File: src/rtl/video_pattern_gen.sv
// video_pattern_gen: video timing generator with colour bar / ramp / checkerboard / solid test patterns.
// Define PATTERN_NOISE_EN to overlay 1/32-rate impulse noise from a 16-bit Fibonacci LFSR.
module video_pattern_gen #(
    parameter int H_ACTIVE = 1280,
    parameter int H_FP     = 110,
    parameter int H_SYNC   = 40,
    parameter int H_BP     = 220,
    parameter int V_ACTIVE = 720,
    parameter int V_FP     = 5,
    parameter int V_SYNC   = 5,
    parameter int V_BP     = 20,
    parameter bit SYNC_POL = 1'b1
) (
    input  logic       clk,
    input  logic       rst,
    input  logic       en,
    input  logic [1:0] pattern,
    output logic [7:0] tx_red,
    output logic [7:0] tx_green,
    output logic [7:0] tx_blue,
    output logic       tx_dv,
    output logic       tx_hs,
    output logic       tx_vs,
    output logic       frame_start
);
    localparam logic [15:0] H_ACT    = 16'(H_ACTIVE);
    localparam logic [15:0] H_SS     = 16'(H_ACTIVE + H_FP);
    localparam logic [15:0] H_SE     = 16'(H_ACTIVE + H_FP + H_SYNC);
    localparam logic [15:0] H_MAX    = 16'(H_ACTIVE + H_FP + H_SYNC + H_BP - 1);
    localparam logic [15:0] V_ACT    = 16'(V_ACTIVE);
    localparam logic [15:0] V_SS     = 16'(V_ACTIVE + V_FP);
    localparam logic [15:0] V_SE     = 16'(V_ACTIVE + V_FP + V_SYNC);
    localparam logic [15:0] V_MAX    = 16'(V_ACTIVE + V_FP + V_SYNC + V_BP - 1);
    localparam logic [15:0] BAR_LAST = 16'(H_ACTIVE / 8 - 1);

    logic [15:0] r_h_cnt, r_v_cnt, r_bar_cnt;
    logic [3:0]  r_bar_idx;
    logic [1:0]  r_pat;
    logic        w_h_wrap, w_first, w_act, w_hs, w_vs;
    logic [1:0]  w_pat;
    logic [23:0] w_bar, w_pix, w_rgb;

    assign w_h_wrap = (r_h_cnt == H_MAX);
    assign w_first  = (r_h_cnt == 16'd0) && (r_v_cnt == 16'd0);
    assign w_act    = (r_h_cnt < H_ACT) && (r_v_cnt < V_ACT);
    assign w_hs     = (r_h_cnt >= H_SS) && (r_h_cnt < H_SE);
    assign w_vs     = (r_v_cnt >= V_SS) && (r_v_cnt < V_SE);
    // New pattern is taken at the first pixel of a frame and applies to that pixel already
    assign w_pat    = w_first ? pattern : r_pat;
    // Bar index 8 marks the remainder pixels after the eighth bar, which stay black
    assign w_bar    = r_bar_idx[3] ? 24'h0 : {{8{~r_bar_idx[1]}}, {8{~r_bar_idx[2]}}, {8{~r_bar_idx[0]}}};
    assign w_pix    = (w_pat == 2'd0) ? w_bar :
                      (w_pat == 2'd1) ? {3{r_h_cnt[7:0]}} :
                      (w_pat == 2'd2) ? {24{r_h_cnt[3] ^ r_v_cnt[3]}} : {3{8'h80}};

    // Raster counters, bar position counter and frame-latched pattern
    always_ff @(posedge clk or posedge rst) begin
        if (rst) begin
            r_h_cnt   <= '0;
            r_v_cnt   <= '0;
            r_bar_cnt <= '0;
            r_bar_idx <= '0;
            r_pat     <= '0;
        end else if (!en) begin
            r_h_cnt   <= '0;
            r_v_cnt   <= '0;
            r_bar_cnt <= '0;
            r_bar_idx <= '0;
        end else begin
            r_h_cnt   <= w_h_wrap ? 16'd0 : r_h_cnt + 16'd1;
            if (w_h_wrap) r_v_cnt <= (r_v_cnt == V_MAX) ? 16'd0 : r_v_cnt + 16'd1;
            r_bar_cnt <= (w_h_wrap || r_bar_cnt == BAR_LAST) ? 16'd0 : r_bar_cnt + 16'd1;
            r_bar_idx <= w_h_wrap ? 4'd0 :
                         (r_bar_cnt == BAR_LAST && r_bar_idx != 4'd8) ? r_bar_idx + 4'd1 : r_bar_idx;
            r_pat     <= w_pat;
        end
    end

`ifdef PATTERN_NOISE_EN
    logic [15:0] r_lfsr;
    // LFSR advances once per active pixel; its low bits pick impulse pixels
    always_ff @(posedge clk or posedge rst) begin
        if (rst) r_lfsr <= 16'hACE1;
        else if (en && w_act) r_lfsr <= {r_lfsr[14:0], r_lfsr[15] ^ r_lfsr[13] ^ r_lfsr[12] ^ r_lfsr[10]};
    end
    assign w_rgb = (r_lfsr[4:0] == 5'd0) ? {24{r_lfsr[5]}} : w_pix;
`else
    assign w_rgb = w_pix;
`endif

    // Output register: one cycle behind the counters, idle while disabled
    always_ff @(posedge clk or posedge rst) begin
        if (rst) begin
            tx_dv       <= 1'b0;
            tx_hs       <= ~SYNC_POL;
            tx_vs       <= ~SYNC_POL;
            tx_red      <= '0;
            tx_green    <= '0;
            tx_blue     <= '0;
            frame_start <= 1'b0;
        end else begin
            tx_dv       <= en & w_act;
            tx_hs       <= (en & w_hs) ? SYNC_POL : ~SYNC_POL;
            tx_vs       <= (en & w_vs) ? SYNC_POL : ~SYNC_POL;
            {tx_red, tx_green, tx_blue} <= (en & w_act) ? w_rgb : 24'h0;
            frame_start <= en & w_first;
        end
    end
endmodule

File: config.mk
export PLATFORM = sky130hd
export DESIGN_NAME = video_pattern_gen
export DESIGN_NICKNAME = d
export VERILOG_FILES = /design/src/rtl/video_pattern_gen.sv
export SDC_FILE = /design/constraint.sdc
export NUM_CORES = 1
export LEC_CHECK = 0
export CAP_MARGIN = 20
export CORE_ASPECT_RATIO = 1.75
export CORE_MARGIN = 1.5
export CORE_UTILIZATION = 30
export CTS_CLUSTER_DIAMETER = 50
export CTS_CLUSTER_SIZE = 24
export DETAILED_ROUTE_END_ITERATION = 12
export HOLD_SLACK_MARGIN = 0.03
export SYNTH_ARGS = -nofsm -noshare
export SYNTH_HDL_FRONTEND = slang
export SYNTH_SLANG_ARGS = --single-unit
File: constraint.sdc
create_clock -name clk -period 4.1 [get_ports clk]
set_input_delay 1.23 -clock clk [delete_from_list [all_inputs] [get_ports clk]]
set_output_delay 1.23 -clock clk [all_outputs]
set_load 0.05 [all_outputs]
==> results.sh, run 1 <==
export IMPL_run_status="finished clean"
export IMPL_initialDrtViolationCount=195
export IMPL_mappedNetlistArea_um2=4320
export IMPL_grt_antenna_before_repair=0
export IMPL_synth_edff_count=0
export IMPL_drt_pre_antenna_iters=5
export IMPL_avgSynthCellArea_um2=9.97
export IMPL_worstSetupEndpointType="register"
export IMPL_postSynth_topFlopCell="sky130_fd_sc_hd__dfrtp_1"
export IMPL_place_congestion=0.817
export IMPL_clock_insertion_delay_worst_skew_ns=0.34
export IMPL_dp_hpwl_mm=7.17
export IMPL_final_worst_path_cycle_share_pct=72.0
export IMPL_critical_path_required_ns=4.38
export IMPL_global_route_usage_total_pct=13.7
export IMPL_layout_area_seq_um2=2050
export IMPL_crit_buf_inv=2
export IMPL_synth_top_cells_by_count="sky130_fd_sc_hd__dfrtp_1 (82), sky130_fd_sc_hd__nor2_1 (57), sky130_fd_sc_hd__nand3_1 (29)"
export IMPL_setup_repair_after_global_routing_missed_its_margin="false"
export IMPL_post_route_cells_drive_above_1_share_pct=8.99
export IMPL_yosysSeqAreaShare_pct=47.5
export IMPL_path_delay_family="compound AO/OA/AOI/OAI gates"
export IMPL_cts_hold_buffers_added=0
export IMPL_ctsResizeCount=0
export IMPL_post_cts_buffers=0
export IMPL_yosys_area_top_type_share_pct=47.5
export IMPL_wl_per_cell_um=15.1
export IMPL_grt_remaining_overflow=0
export IMPL_diodes=0
export IMPL_chipWidth_um=93.7
export IMPL_syn_num_nets=448
export IMPL_cts_inserted_buffers=9
export IMPL_timing_hold_violations_final=0
export IMPL_vias_per_cell=5.28
export IMPL_clk_path_buf_depth=2
export IMPL_hp_class="reg -> reg"
export IMPL_grt_max_degree=48
export IMPL_vdd_ir_drop_max_mv=0.167
export IMPL_grt_pass1_wl_mm=16.4
export IMPL_initial_utilization_pct=30.9
export IMPL_tritoncts="yes"
export IMPL_static_leakage_power_nw=2.09
export IMPL_final_setup_skew_ns=0.0111
export IMPL_die_height_um=162
export IMPL_nets=477
export IMPL_clock_sinks=82
export IMPL_critical_path_cell_chain="clkdlybuf4s50_1 > inv_1 > a2111oi_4 > and3_1 > a221o_1"
export IMPL_max_stage_delay_ns=0.87
export IMPL_max_clock_freq_ghz=0.339
export IMPL_fp_dieArea_um2=15100
export IMPL_synthesis_yosys_warnings=0
export IMPL_power_per_cell_area_nw_per_um2=433
export IMPL_timing_critical_path_slowest_stage_cell="sky130_fd_sc_hd__a2111oi_4"
export IMPL_count_of_final_max_slew_check_failures=0
export IMPL_yosys_register_bits=82
export IMPL_synth_async_sr_flop_share_pct=100
export IMPL_area_growth_synth_to_final_pct=18.1
export IMPL_num_io_pins=33
export IMPL_clkSlewWorstSetupHoldPaths_ns=0.06
export IMPL_synth_top_cell_by_area="sky130_fd_sc_hd__dfrtp_1"
export IMPL_worst_endpoint_arrival_ns=3.23
export IMPL_worst_slew_pin_transition_ns=0.927
export IMPL_setup_worst_path_class="in -> reg"
export IMPL_detail_route_drc_violations=0
export IMPL_netlist_top_cells_area="sky130_fd_sc_hd__dfrtp_1 (48%), sky130_fd_sc_hd__nor2_1 (5.0%), sky130_fd_sc_hd__xor2_1 (3.7%)"
export IMPL_clockRootBuffer="sky130_fd_sc_hd__clkbuf_16"
export IMPL_setup_tns_final_ns=0
export IMPL_dp_worst_setup_slack_ns=0.828
export IMPL_max_slew_margin_pct=38.2
export IMPL_crit_path_start_kind="primary input"
export IMPL_num_rows=57
export IMPL_quantity_of_i_o_buffers_inserted_on_ports=32
export IMPL_yosys_cell_count_top_type="sky130_fd_sc_hd__dfrtp_1"
export IMPL_path_max_fanout=16
export IMPL_setup_viol=0
export IMPL_cts_htree_levels=3
export IMPL_first_global_vias=3420
export IMPL_routed_via_count=3398
export IMPL_drt_antenna_violating_nets=0
export IMPL_cap_violations=0
export IMPL_routed_wl_mm=9.71
export IMPL_setup_slack_ns=1.15
export IMPL_fin_crit_ns=2.95
export IMPL_fillerInstances=1422
export IMPL_post_synthesis_cell_count=433
export IMPL_design_core_area_um2=14000
export IMPL_synth_lib_cells_used_distinct=59
export IMPL_multi_input_area_um2=2080
## metal layers
metal	vias to the layer above	share of wire [%]	track usage, %
li1	1618	-	-
met1	1679	39	14.1
met2	77	54	25.5
met3	24	3.4	2.53
met4	0	3.9	7.67
met5	-	0	0
## stage by stage
| stage | power [mW] | utilization, % | area, um2 | cells | hold WS, ns |
|---|---|---|---|---|---|
| after global placement | 1.46 | 34.3 | 4800 | 626 | 0.471 |
| after detailed placement | 1.47 | 34.4 | 4810 | 627 | 0.485 |
| after global routing | 2.30 | 36.5 | 5100 | 644 | 0.518 |
| after CTS | 2.23 | 36.4 | 5090 | 643 | 0.494 |
| after floorplan | 1.30 | - | 4320 | 433 | 0.455 |
| final | 2.21 | 36.5 | 5100 | 644 | 0.485 |
## cells by family (layout without fill, tap and decap cells)
group	after synthesis	after routing	share of synthesized area (%)
flops	82	82	47.5
compound gates	88	88	15.3
mux	6	6	1.45
simple gates	174	174	22.1
buf+inv	41	75	4.26
xor+xnor	32	32	6.49
fa+ha+maj	10	10	2.90
## flip-flops by register name, indices dropped and copies added (netlist names), 2 cells and up
register and cells:
r_bar_cnt 16, r_bar_idx 4, r_h_cnt 16, r_pat 2
r_v_cnt 16, tx_blue 8, tx_green 8, tx_red 8
## placed cells by master (no fill, tap or decap), types with 15 or more instances in the layout
cell type and instances:
sky130_fd_sc_hd__dfrtp_1 82, sky130_fd_sc_hd__nand2_1 23, sky130_fd_sc_hd__o21ai_0 15, sky130_fd_sc_hd__o31ai_1 19, sky130_fd_sc_hd__inv_1 20, sky130_fd_sc_hd__nand4_1 15
sky130_fd_sc_hd__nand3_1 29, sky130_fd_sc_hd__clkdlybuf4s50_1 32, sky130_fd_sc_hd__nor2_1 57, sky130_fd_sc_hd__xor2_1 18
## power by group
group	internal (mW)	switching, mW
sequential	0.874	0.0382
clock	0.417	0.339
combinational	0.176	0.364
total	1.47	0.741
## layout make-up
type	instances	area share (%)
sequential	82	40.2
multi-input combinational	310	40.9
tap	177	4.34
clock buffer	10	4.49
inverter	21	1.57
timing repair buffer	38	7.48
clock inverter	6	0.982
## final timing paths
check,from,end,slack (ns),cells after the start
worst max-delay path,en,r_v_cnt[15],1.15,5
worst min-delay path,r_bar_cnt[0],r_bar_cnt[0],0.49,1
worst max register to register,r_v_cnt[0],tx_red[6],1.66,8
worst min register to register,r_bar_cnt[0],r_bar_cnt[0],0.49,1
max in group asynchronous,rst,r_h_cnt[10],2.16,3
min in group asynchronous,rst,tx_green[5],1.27,2
(Power assumes the default switching activity.)
==> run 2: changes to the inputs <==
- clock period: 4.1 -> 2.72 ns (I/O delays scaled with it)
==> run 2 against run 1 <==
Effect of this change: sequential share of layout area fell by 0.68 points; cell count rose by 0.93%; design area rose by 1.7%; combinational power rose by 49%; die area did not move; clock skew fell by 0.0013 ns; hold slack improved by 0.013 ns; critical endpoint is now tx_blue[6]; critical path depth did not move; first-iteration DRC count fell by 35%; non-clock buffer count rose by 7; largest cell class unchanged; register-to-register slack got worse by 1.3 ns.
==> results.sh, run 2 (synthesized netlist as in run 1, its figures left out) <==
export IMPL_run_status="finished clean"
export IMPL_drt_pre_antenna_iters=6
export IMPL_multi_input_area_um2=2080
export IMPL_timing_hold_violations_final=0
export IMPL_fin_crit_ns=2.39
export IMPL_grt_max_degree=83
export IMPL_layout_commonest_cell="sky130_fd_sc_hd__dfrtp_1"
export IMPL_timing_reg2reg_setup_slack_ns=0.33
export IMPL_clk_path_buf_depth=2
export IMPL_largest_registers="r_bar_cnt (16), r_h_cnt (16), r_v_cnt (16)"
export IMPL_area_growth_synth_to_final_pct=20.1
export IMPL_power_per_cell_area_nw_per_um2=672
export IMPL_wl_per_cell_um=14.8
export IMPL_first_global_vias=3531
export IMPL_post_layout_util_pct=37.1
export IMPL_final_worst_path_cycle_share_pct=87.9
export IMPL_grt_pass1_wl_mm=16.8
export IMPL_critical_path_reg2reg_startpoint="r_h_cnt[6]"
export IMPL_finalInstanceArea_um2=5190
export IMPL_diodes=0
export IMPL_crit_path_start_kind="register"
export IMPL_rr_endpoint="tx_blue[6]"
export IMPL_setup_worst_path_class="reg -> reg"
export IMPL_quantity_of_i_o_buffers_inserted_on_ports=32
export IMPL_hp_class="reg -> reg"
export IMPL_die_height_um=162
export IMPL_static_leakage_power_nw=2.15
export IMPL_post_cts_buffers=0
export IMPL_vdd_ir_drop_max_mv=0.245
export IMPL_design_core_area_um2=14000
export IMPL_min_to="r_bar_cnt[0]"
export IMPL_grt_remaining_overflow=0
export IMPL_worstHoldPathCells=1
export IMPL_setup_tns_final_ns=0
export IMPL_layout_area_seq_um2=2050
export IMPL_fillerInstances=1442
export IMPL_fp_dieArea_um2=15100
export IMPL_setup_viol=0
export IMPL_dp_hpwl_mm=7.10
export IMPL_max_stage_delay_ns=0.52
export IMPL_worstSetupEndpointType="register"
export IMPL_cts_inserted_buffers=9
export IMPL_num_io_pins=33
export IMPL_routed_via_count=3408
export IMPL_worst_endpoint_arrival_ns=2.63
export IMPL_critical_path_cell_chain="nor4_2 > nand4_1 > o31ai_4 > a21oi_4 > o31ai_1"
export IMPL_setup_repair_after_global_routing_missed_its_margin="false"
export IMPL_cap_violations=0
export IMPL_count_of_final_max_slew_check_failures=0
export IMPL_routed_wl_mm=9.65
export IMPL_reg2regPathDepth=5
export IMPL_ctsResizeCount=0
export IMPL_cts_hold_buffers_added=0
export IMPL_path_delay_family="compound AO/OA/AOI/OAI gates"
export IMPL_max_slew_margin_pct=51.3
export IMPL_vias_per_cell=5.24
export IMPL_post_route_cells_drive_above_1_share_pct=9.94
export IMPL_initial_utilization_pct=30.9
export IMPL_detail_route_drc_violations=0
export IMPL_clkSlewWorstSetupHoldPaths_ns=0.06
export IMPL_clockRootBuffer="sky130_fd_sc_hd__clkbuf_16"
export IMPL_num_rows=57
export IMPL_worst_slew_pin_transition_ns=0.724
export IMPL_chipWidth_um=93.7
export IMPL_crit_buf_inv=0
export IMPL_nets=484
export IMPL_max_clock_freq_ghz=0.418
export IMPL_grt_antenna_before_repair=0
export IMPL_tritoncts="yes"
export IMPL_critical_path_required_ns=2.96
export IMPL_postPlaceCellArea_um2=4870
export IMPL_place_congestion=0.832
export IMPL_cts_htree_levels=3
export IMPL_drt_antenna_violating_nets=0
export IMPL_clock_sinks=82
export IMPL_layout_cells_most_common_list="sky130_fd_sc_hd__dfrtp_1 (82), sky130_fd_sc_hd__nor2_1 (57), sky130_fd_sc_hd__clkdlybuf4s50_1 (32)"
export IMPL_path_max_fanout=18
export IMPL_timing_critical_path_slowest_stage_cell="sky130_fd_sc_hd__o31ai_4"
export IMPL_final_setup_skew_ns=0.00983
export IMPL_clock_insertion_delay_worst_skew_ns=0.34
export IMPL_global_route_usage_total_pct=14.0
export IMPL_holdCritStartpoint="r_bar_cnt[0]"
export IMPL_initialDrtViolationCount=127
==> run 2: layer usage <==
layer / vias to the layer above / track usage, % / share of wire, %
met5: - / 0 / 0
met4: 0 / 7.94 / 3.7
met3: 29 / 2.72 / 2.5
met2: 65 / 25.8 / 55
met1: 1687 / 14.5 / 38
li1: 1627 / - / -
==> run 2: metrics by stage <==
| stage | hold WS (ns) | std cells | total power, mW | setup WS, ns |
|---|---|---|---|---|
| final | 0.499 | 650 | 3.49 | 0.329 |
| after global routing | 0.521 | 650 | 3.63 | 0.169 |
| after CTS | 0.504 | 650 | 3.53 | 0.319 |
| after detailed placement | 0.495 | 635 | 2.22 | 0.200 |
| after global placement | 0.475 | 635 | 2.21 | 0.234 |
| after floorplan | 0.455 | 433 | 1.96 | 0.643 |
==> run 2: cell type report <==
type / instances / share of cell area, %
flip-flops and latches: 82 / 39.6
inverters: 21 / 1.59
multi-input cells: 310 / 40.1
well taps: 177 / 4.27
repair buffers: 45 / 8.30
clock buffers: 11 / 4.68
clock inverters: 4 / 1.47
==> run 2: worst register-to-register path: cells and delay by family, from the launching register on <==
kind / cells / cell delay, ns
AND/OR/NAND/NOR: 2 / 0.73
flip-flops: 1 / 0.49
AO/OA/AOI/OAI: 3 / 1.07
==> run 2: report_power, final <==
part	internal (mW)	total, mW	switching, mW
Sequential	1.32	1.38	0.0660
Clock	0.825	1.30	0.474
Combinational	0.269	0.804	0.535
==> run 2: worst max path at each step <==
stage | from | endpoint | slack [ns] | cells past startpoint
finish | r_h_cnt[6] | tx_blue[6] | 0.33 | 5
global route | r_v_cnt[0] | tx_red[4] | 0.17 | 7
CTS | r_h_cnt[6] | tx_blue[6] | 0.32 | 5
detailed placement | en | tx_blue[6] | 0.20 | 6
global placement | en | r_pat[1] | 0.23 | 5
floorplan | r_v_cnt[0] | tx_green[2] | 0.64 | 8
==> run 3: changes to the inputs <==
- CTS_BUF_LIST: unset -> sky130_fd_sc_hd__clkbuf_16
==> run 3 against run 2 <==
Effect of this change: wire length about the same; via count about the same; clock skew about the same; flip-flop and latch count unchanged; die area unchanged; utilization down 0.072 points; power down 1.0%; design area down 0.19%; cell count unchanged; first-iteration DRC count up 0.79%.
==> results.sh, run 3 (synthesized netlist as in run 1, its figures left out) <==
export IMPL_power_frac_comb_pct=23.3
export IMPL_grt_max_degree=83
export IMPL_netSwitchingPower_mw=1.07
export IMPL_cts_inserted_buffers=9
export IMPL_initialDrtViolationCount=128
export IMPL_die_height_um=162
export IMPL_max_slew_margin_pct=51.3
export IMPL_crit_buf_inv=0
export IMPL_fp_dieArea_um2=15100
export IMPL_grt_antenna_before_repair=0
export IMPL_cts_hold_buffers_added=0
export IMPL_drt_pre_antenna_iters=6
export IMPL_cap_violations=0
export IMPL_postPlaceCellArea_um2=4870
export IMPL_num_rows=57
export IMPL_grt_remaining_overflow=0
export IMPL_worst_endpoint_arrival_ns=2.63
export IMPL_routed_via_count=3406
export IMPL_share_clk_of_total_power_pct=36.6
export IMPL_drt_antenna_violating_nets=0
export IMPL_cts_htree_levels=3
export IMPL_nets=484
export IMPL_initial_utilization_pct=30.9
export IMPL_count_of_final_max_slew_check_failures=0
export IMPL_setup_slack_ns=0.325
export IMPL_layout_commonest_cell="sky130_fd_sc_hd__dfrtp_1"
export IMPL_clock_sinks=82
export IMPL_sw_frac_of_total_pct=31.1
export IMPL_num_io_pins=33
export IMPL_clk_path_buf_depth=2
export IMPL_dp_hpwl_mm=7.10
export IMPL_layout_cells_most_common_list="sky130_fd_sc_hd__dfrtp_1 (82), sky130_fd_sc_hd__nor2_1 (57), sky130_fd_sc_hd__clkdlybuf4s50_1 (32)"
export IMPL_clockRootBuffer="sky130_fd_sc_hd__clkbuf_16"
export IMPL_vias_per_cell=5.24
export IMPL_detail_route_drc_violations=0
export IMPL_design_core_area_um2=14000
export IMPL_fin_crit_ns=2.40
export IMPL_hp_class="reg -> reg"
export IMPL_routed_wl_mm=9.64
export IMPL_crit_path_start_kind="register"
export IMPL_wl_per_cell_um=14.8
export IMPL_critical_path_required_ns=2.96
export IMPL_tritoncts="yes"
export IMPL_dp_worst_setup_slack_ns=0.200
export IMPL_max_clock_freq_ghz=0.417
export IMPL_setup_viol=0
export IMPL_internal_power_mw=2.38
export IMPL_final_worst_path_cycle_share_pct=88.1
export IMPL_critical_path_cell_chain="nor4_2 > nand4_1 > o31ai_4 > a21oi_4 > o31ai_1"
export IMPL_static_leakage_power_nw=2.14
export IMPL_chipWidth_um=93.7
export IMPL_place_congestion=0.832
export IMPL_run_status="finished clean"
export IMPL_timing_hold_violations_final=0
export IMPL_setup_tns_final_ns=0
export IMPL_clkSlewWorstSetupHoldPaths_ns=0.06
export IMPL_overall_power_mw=3.45
export IMPL_diodes=0
export IMPL_cp_depth=5
export IMPL_first_global_vias=3531
export IMPL_post_route_cells_drive_above_1_share_pct=9.73
export IMPL_max_stage_delay_ns=0.52
export IMPL_setup_worst_path_class="reg -> reg"
export IMPL_reg2regPathDepth=5
export IMPL_worst_slew_pin_transition_ns=0.724
export IMPL_final_setup_skew_ns=0.00964
export IMPL_setup_repair_after_global_routing_missed_its_margin="false"
export IMPL_finalInstanceArea_um2=5180
export IMPL_post_cts_buffers=0
export IMPL_path_delay_family="compound AO/OA/AOI/OAI gates"
export IMPL_largest_registers="r_bar_cnt (16), r_h_cnt (16), r_v_cnt (16)"
export IMPL_worstSetupEndpointType="register"
export IMPL_timing_critical_path_slowest_stage_cell="sky130_fd_sc_hd__o31ai_4"
export IMPL_seq_power_share_pct=40.1
export IMPL_power_per_cell_area_nw_per_um2=667
export IMPL_ctsResizeCount=0
export IMPL_vdd_ir_drop_max_mv=0.236
export IMPL_area_growth_synth_to_final_pct=19.9
export IMPL_worstHoldPathCells=1
export IMPL_quantity_of_i_o_buffers_inserted_on_ports=32
export IMPL_clock_insertion_delay_worst_skew_ns=0.34
export IMPL_grt_pass1_wl_mm=16.8
export IMPL_global_route_usage_total_pct=14.0
export IMPL_path_max_fanout=18
run 3: path summary, 6_finish.rpt:
path,start,to,slack (ns)
max,r_h_cnt[6],tx_blue[6],0.32
min,r_bar_cnt[0],r_bar_cnt[0],0.50
max reg2reg,r_h_cnt[6],tx_blue[6],0.32
min reg2reg,r_bar_cnt[0],r_bar_cnt[0],0.50
max in group asynchronous,rst,r_v_cnt[1],1.43
min in group asynchronous,rst,tx_green[4],0.95
run 3: layout make-up:
cell class                 instances  area [um2]
tap                              177         221
timing repair buffer              45         430
sequential                        82        2050
multi-input combinational        310        2080
clock inverter                     6        83.8
inverter                          21        82.6
fill                            1446        8800
clock buffer                       9         225
run 3: metal layers:
layer | up-vias | GRT usage (%) | wire, um
met5 | - | 0 | 0
met4 | 0 | 7.94 | 357
met1 | 1686 | 14.5 | 3690
met3 | 29 | 2.72 | 241
li1 | 1626 | - | -
met2 | 65 | 25.8 | 5350
run 3: stage by stage:
stage,hold slack (ns),util (%),std cells
floorplan,0.455,-,433
detailed placement,0.495,34.8,635
global route,0.521,37.0,650
finish,0.499,37.0,650
global placement,0.475,34.8,635
CTS,0.504,37.0,650
run 3: power by group through the flow:
stage / clock (mW) / combinational, mW / sequential [mW]
detailed placement: 0 / 0.810 / 1.41
global route: 1.35 / 0.856 / 1.39
floorplan: 0 / 0.291 / 1.67
global placement: 0 / 0.803 / 1.40
CTS: 1.30 / 0.812 / 1.38
finish: 1.26 / 0.804 / 1.38
